### src/rtl/ascon_job_scheduler.sv
// Two-requester job scheduler for a shared ASCON AEAD core: round-robin grant,
// per-job parameter latch, 2-entry block FIFO timed to the core's sample cycles.
module ascon_job_scheduler #(
  parameter int A = 12,
  parameter int B = 6
) (
  input  logic              clk,
  input  logic              nRST,
  input  logic [1:0]        req,
  input  logic [1:0][1:0]   req_mode,
  input  logic [1:0][127:0] req_key,
  input  logic [1:0][127:0] req_nonce,
  output logic [1:0]        gnt,
  input  logic [1:0]        blk_valid,
  input  logic [1:0][63:0]  blk_data,
  input  logic [1:0][3:0]   blk_len,
  output logic [1:0]        blk_ready,
  output logic [1:0]        ct_valid,
  output logic [63:0]       ct_data,
  output logic [1:0]        done,
  output logic [127:0]      tag,
  output logic [1:0]        err,
  output logic              core_start,
  output logic [1:0]        core_mode,
  output logic [127:0]      core_key,
  output logic [127:0]      core_nonce,
  output logic [3:0]        core_datalen,
  output logic [63:0]       core_blockin,
  input  logic [63:0]       core_ctblock,
  input  logic              core_ctv,
  input  logic              core_tv,
  input  logic [127:0]      core_tag
);

  localparam int CW = $clog2(A + B + 1);

  typedef enum logic [1:0] {IDLE, START, RUN, FIN} state_t;

  state_t          state;
  logic            rr, pick, own, job_err;
  logic [CW-1:0]   tick;
  logic [1:0]      term_enq, term_smp, term_need;
  logic [1:0][63:0] f_data;
  logic [1:0][3:0]  f_len;
  logic            wp, rp;
  logic [1:0]      f_cnt;
  logic            f_full, f_empty, push, pop, sample, smp_term;
  logic [63:0]     in_data;
  logic [3:0]      in_len;

  always_comb begin
    f_full       = (f_cnt == 2'd2);
    f_empty      = (f_cnt == 2'd0);
    own          = gnt[1];
    pick         = req[rr] ? rr : ~rr;
    term_need    = core_mode[1] ? 2'd2 : 2'd1;
    // Stop accepting once every terminator the job needs is queued.
    blk_ready    = gnt & {2{!f_full && (term_enq < term_need)}};
    push         = |(blk_valid & blk_ready);
    in_data      = blk_data[own];
    in_len       = blk_len[own];
    sample       = (state == RUN) && (tick == '0);
    pop          = sample && !f_empty;
    // An empty FIFO presents a zero-length block, which the core treats as a terminator.
    core_blockin = f_empty ? 64'd0 : f_data[rp];
    core_datalen = f_empty ? 4'd0  : f_len[rp];
    smp_term     = sample && (core_datalen < 4'd8);
  end

  always_ff @(posedge clk or negedge nRST) begin
    if (!nRST) begin
      state      <= IDLE;
      rr         <= 1'b0;
      gnt        <= '0;
      core_start <= 1'b0;
      core_mode  <= '0;
      core_key   <= '0;
      core_nonce <= '0;
      ct_valid   <= '0;
      ct_data    <= '0;
      done       <= '0;
      tag        <= '0;
      err        <= '0;
      job_err    <= 1'b0;
      tick       <= '0;
      term_enq   <= '0;
      term_smp   <= '0;
      f_data     <= '0;
      f_len      <= '0;
      wp         <= 1'b0;
      rp         <= 1'b0;
      f_cnt      <= '0;
    end else begin
      core_start <= 1'b0;
      done       <= '0;
      err        <= '0;
      ct_valid   <= core_ctv ? gnt : 2'b00;
      if (core_ctv) ct_data <= core_ctblock;

      if (push) begin
        f_data[wp] <= in_data;
        f_len[wp]  <= in_len;
        wp         <= ~wp;
        if (in_len < 4'd8) term_enq <= term_enq + 2'd1;
      end
      if (pop) rp <= ~rp;
      f_cnt <= f_cnt + {1'b0, push} - {1'b0, pop};

      case (state)
        IDLE: if (|req) begin
          gnt        <= pick ? 2'b10 : 2'b01;
          rr         <= ~pick;
          core_mode  <= req_mode[pick];
          core_key   <= req_key[pick];
          core_nonce <= req_nonce[pick];
          core_start <= 1'b1;
          job_err    <= 1'b0;
          term_enq   <= '0;
          term_smp   <= '0;
          state      <= START;
        end
        START: begin
          tick  <= CW'(A - 1);
          state <= RUN;
        end
        RUN: if (sample) begin
          tick <= CW'(B - 1);
          if (f_empty) job_err <= 1'b1;
          if (smp_term) begin
            term_smp <= term_smp + 2'd1;
            if (term_smp + 2'd1 == term_need) state <= FIN;
          end
        end else begin
          tick <= tick - 1'b1;
        end
        FIN: if (core_tv) begin
          done  <= gnt;
          tag   <= core_tag;
          err   <= job_err ? gnt : 2'b00;
          gnt   <= '0;
          state <= IDLE;
          wp    <= 1'b0;
          rp    <= 1'b0;
          f_cnt <= '0;
        end
        default: state <= IDLE;
      endcase
    end
  end

endmodule

### config.mk
export PLATFORM = sky130hd
export DESIGN_NAME = ascon_job_scheduler
export DESIGN_NICKNAME = d
export VERILOG_FILES = /design/src/rtl/ascon_job_scheduler.sv
export SDC_FILE = /design/constraint.sdc
export NUM_CORES = 1
export LEC_CHECK = 0
export ABC_AREA = 1
export CORE_AREA = 2 2 540 542
export CTS_BUF_LIST = sky130_fd_sc_hd__clkbuf_4
export DETAILED_ROUTE_END_ITERATION = 8
export DIE_AREA = 0 0 542 544
export PLACE_DENSITY = 0.3
export SYNTH_ARGS = -nofsm -noshare
export SYNTH_HDL_FRONTEND = slang
export SYNTH_SLANG_ARGS = --single-unit
### constraint.sdc
create_clock -name clk -period 3.9 [get_ports clk]
set_clock_uncertainty 0.1 [all_clocks]
set_input_delay 0.975 -clock clk [delete_from_list [all_inputs] [get_ports clk]]
set_output_delay 0.975 -clock clk [all_outputs]
set_load 0.05 [all_outputs]
# Word level (Yosys, flattened, before mapping)
# Index checks and enable logic that the tools add are counted.
# W data, S select, Z words.
# totals
reg_bits,612
input_bits,852
out_inout_bits,529
word_cells,140
# op_classes
n_addsub,5
magnitude_cmp,9
eq_ne,11
muxes,65
bitwise,6
reduce_logical,21
# op_table
cell,n
$mux W128,4
$mux W64,6
$bwmux W128,1
$demux W64 S1,1
$mux W2,25
$mux W4,6
$mux W1,14
$lt A1 B2 Y1 const B,5
$ne A2 B2 Y1 const B,5
$pmux W5 S2,1
$bwmux W8,1
$lt A4 B4 Y1 const B,2
$pmux W2 S2,2
$pmux W2 S4,1
$reduce_and A4 Y1,2
$eq A2 B2 Y1 const B,3
$reduce_bool A2 Y1,3
$logic_and A1 B1 Y1,5
$logic_not A5 Y1,1
$mux W5,1
$reduce_and A5 Y1,1
$sub A5 B1 Y5 const B,1
$add A2 B1 Y2 const B,2
$and A2 B2 Y2,2
other kinds (15),22

# Longest topological paths before layout
# logic_depth
depth_word,10
depth_mapped,14
mapped_depth_nobuf,14

# Worst setup path before layout
# Ideal clock, no wire load.
# synth_path
path_kind,register -> output
from,register core_mode[1]
to,output port blk_ready[0]
arrival_ps,1927
t_required_ps,2825
path_slack_ps,898
stages_incl_launch_ff,6
path_buffers,0
cell_sequence,dfrtp_1 inv_1 ha_1 o21ai_0 nand2_1 nor2_1
# synth_between
elab_chain_cells,4
# synth_rtl
element,line_no,rtl
start: declaration,24,"output logic [1:0] core_mode,"
start signal: assignment,113,core_mode <= req_mode[pick];
$mux W2,56,term_need = core_mode[1] ? 2'd2 : 2'd1;
$lt A2 B2 Y1,58,blk_ready = gnt & {2{!f_full && (term_enq < term_need)}};
$logic_and A1 B1 Y1,58,
$and A2 B2 Y2,58,
end: declaration,17,"output logic [1:0] blk_ready,"
# No other way between the ends.

# Worst setup path in the final report
# layout_path
from,register f_cnt[0]
to,output port core_blockin[22]
# layout_between
elab_chain_cells,2
# layout_rtl
element,line_no,rtl
start: declaration,46,logic [1:0] f_cnt;
start signal: assignment,107,"f_cnt <= f_cnt + {1'b0, push} - {1'b0, pop};"
$logic_not A2 Y1,53,f_empty = (f_cnt == 2'd0);
$mux W64,65,core_blockin = f_empty ? 64'd0 : f_data[rp];
end: declaration,28,"output logic [63:0] core_blockin,"
# No other way between the ends.

==> summary.md <==
| Metric | Value |
|---|---|
| Mapped Cells | `2,986` |
| Reg clk slew, reported paths | `70 ps` |
| Setup-failing EPs final | `0` |
| GRT overflow | `0` |
| Htree depth | `4` |
| CTS buffer count | `218` |
| CTS tree | `done` |
| Highest cell delay on the worst timing path | `350 ps` |
| Hold WS | `257 ps` |
| Cell mode on critical path | `buf_12` |
| Cell area power density | `901 nW/um2` |
| Initial antenna violation count | `169` |
| Kind of critical path | `reg -> out` |
| Period minus WS final | `3700 ps` |
| Nets | `5,678` |
| Post-synthesis xor/xnor area fraction | `0.199%` |
| Yosys reg bits | `612` |
| Root buffer cell | `clkbuf_4` |
| Distinct cells, synth | `32` |
| Worst slew margin | `32.7%` |
| Crit-path slowest cell | `dfrtp_1` |
| RSZ-0062 raised after global routing | `yes` |
| Synth-to-layout area growth | `103%` |
| Post-Syn Area | `26,400 um2` |
| CP delay by family, top | `buffers and inverters` |
| Register area share after synthesis | `58.1%` |
| Post-DRT Antenna Nets | `0` |
| Critical path arrival | `2620 ps` |
| Ports | `1,381` |
| Row count | `198` |
| Synth Area in Compound Gates | `14.2%` |
| Post-synthesis adder-cell area fraction | `0.522%` |
| Post-synthesis simple-gate area fraction | `17.8%` |
| DR WL/cell | `25.7 um` |
| Initial Utilization | `9.12%` |
| Final Max Tran Viols | `0` |
| WL final | `227,000 um` |
| DP HPWL | `181,000 um` |
| Setup TNS | `0 ps` |
| Number of max-cap violations | `0` |
| Post-route DRC | `0` |
| Die height | `544 um` |
| CP Capture Type | `output port` |
| Worst hold path type | `in -> reg` |
| Synthesized Nets | `3,849` |
| P_leak | `0.0223 uW` |
| Clock Sinks | `612` |
| Startpoint types | `register` |
| Critical path peak fanout | `5` |
| Worst VDD drop | `451 uV` |
| Global-route total usage across every layer | `14.8%` |
| Crit-path cells | `or2_4, inv_8, buf_16, buf_12, buf_12, buf_16, a21oi_4, buf_12` |
| IO buf count | `1,380` |
| Number of global-route vias before repair | `31,017` |
| Syn avg cell area | `8.83 um2` |
| Share of layout cells above drive strength 1 | `16.6%` |
| GPL Wtd Cong | `0.792` |
| Period Utilization, post-route | `94.8%` |
| Clk_lat worst skew | `1240 ps` |
| Least-Margin Pin Slew | `1010 ps` |
| Ys Warns | `0` |
| Fmax | `270 MHz` |
| Buf/Inv on CP | `6` |
| Routed vias | `30,049` |
| Via/cell ratio | `3.40` |
| Die W | `542 um` |
| Post-synthesis mux area share | `5.27%` |
| Fin util | `18.5%` |
| Outcome | `completed` |
| Final hold violation count | `0` |
| CTS max path bufs | `4` |
| Starting DRC count in detailed routing | `1,571` |
| Worst reg2reg setup slack | `1070 ps` |
| Area of the core | `289,000 um2` |
| Main combinational cell family by area after synthesis | `simple AND/OR/NAND/NOR gates` |
| Largest net degree at the start of global routing | `124` |
| First-pass GRT wire length | `294,000 um` |
| Worst endpoint required time | `2820 ps` |
| Die area | `295,000 um2` |
| DR pass1 iterations | `5` |
-- tightest hold or removal path: cells and delay by family --
family        cells  cell delay (ps)
buf+inv           1              400
simple gates      2              210
-- through the flow --
stage / setup slack (ps) / area (um2) / total power, uW / instances
floorplan: 898 / 26400 / 25200 / 2986
global placement: 666 / 45700 / 38700 / 8048
detailed placement: 666 / 45700 / 38800 / 8048
CTS: -206 / 53200 / 49600 / 8768
global route: -115 / 53400 / 51300 / 8795
finish: 201 / 53500 / 48200 / 8830
-- registers in the layout, indices dropped and copies added, names as in the netlist, 5 cells and up --
name and count:
ct_data 64, f_len 8, f_data 128, tick 5, core_nonce 128, core_key 128
tag 128
-- layout by cell type, fill, tap and decap left out, types with 7 or more instances in the layout --
master and count:
dfrtp_1 609, buf_12 106, nand2_2 35, buf_8 7, buf_16 21, a21oi_2 16, diode_2 61, nand2_1 875
clkbuf_4 329, buf_4 97, clkinv_1 30, nand2_4 34, dlygate4sd2_1 114, dlygate4sd3_1 282, mux2_2 64, a21oi_4 52
buf_6 21, clkdlybuf4s50_1 1163, o21ai_0 316, inv_1 26, nor2_1 272, mux2i_1 67, o21ai_1 351, ha_1 10
-- report_power, final --
group          internal, uW  switching (uW)  total [uW]
clock network          3920            3620        7540
registers              9160            1890       11100
logic                  9810           19800       29600
total                 22900           25300       48200
-- final timing paths --
| kind | start | to | depth (start not counted) |
|---|---|---|---|
| setup / recovery | f_cnt[0] | core_blockin[22] | 8 |
| hold / removal | core_tag[112] | tag[112] | 3 |
| setup reg to reg | state[0] | core_nonce[57] | 8 |
| hold reg to reg | tag[51] | tag[51] | 2 |
| max in group asynchronous | nRST | f_data[19] | 3 |
| min in group asynchronous | nRST | ct_data[51] | 2 |
-- kinds of logic (layout without fill, tap and decap cells) --
| family | count (synthesis) | in the layout |
|---|---|---|
| compound gates | 746 | 746 |
| mux | 131 | 131 |
| fa+ha+maj | 11 | 11 |
| other cells | 0 | 61 |
| xor+xnor | 6 | 6 |
| flops | 612 | 612 |
| simple gates | 1238 | 1238 |
| buf+inv | 242 | 2225 |
-- synth_stat cells --
| cell type | number | area share [%] |
|---|---|---|
| nand2_1 | 944 | 13 |
| dfrtp_1 | 612 | 58 |
| o21ai_1 | 351 | 6.7 |
| o21ai_0 | 317 | 6.0 |
| nor2_1 | 274 | 3.9 |
| clkbuf_1 | 102 | 1.5 |
| buf_2 | 99 | 1.9 |
| a21oi_1 | 73 | 1.4 |
| mux2i_1 | 67 | 2.5 |
| mux2_2 | 64 | 2.7 |
| inv_1 | 29 | 0.41 |
| ha_1 | 11 | 0.52 |
| nand3_1 | 6 | 0.11 |
| nand4_1 | 5 | 0.12 |
| xor2_1 | 5 | 0.17 |
| buf_1 | 4 | 0.057 |
| inv_2 | 4 | 0.057 |
| or2_2 | 3 | 0.071 |
| buf_4 | 2 | 0.057 |
| nor3_1 | 2 | 0.038 |
| a21boi_1 | 1 | 0.028 |
| a22oi_1 | 1 | 0.028 |
| and2_1 | 1 | 0.024 |
| clkinv_1 | 1 | 0.014 |
| inv_4 | 1 | 0.024 |
| nor2_2 | 1 | 0.024 |
| nor2_4 | 1 | 0.043 |
| o211ai_1 | 1 | 0.028 |
| o21ai_2 | 1 | 0.033 |
| o22ai_1 | 1 | 0.024 |
| or2_1 | 1 | 0.024 |
| xnor2_1 | 1 | 0.033 |
-- timing repair --
action                                  in CTS  in global routing
endpoints found under the setup margin     187                 55
buffers inserted                            44                  7
hold endpoints to repair                   331                  0
pin swaps                                   40                 22
hold buffers                               282                  0
cloned                                      20                  1
resized for setup                          406                 33
-- final cells by class --
class	count	area, um2
Antenna cell	61	153
Clock buffer	329	2470
Clock inverter	45	256
Fill cell	32463	236000
Inverter	35	179
Multi-Input combinational cell	2132	11100
Sequential cell	612	15300
Tap cell	3800	4750
Timing Repair Buffer	1816	19300
-- metal layers --
layer	wire length (um)	up-vias	global-route usage (%)
met5	700	-	0
met3	23300	473	6.59
met4	7320	114	4.14
li1	-	13723	-
met2	107000	1419	25.0
met1	88300	14320	16.7
(Power assumes the default switching activity.)
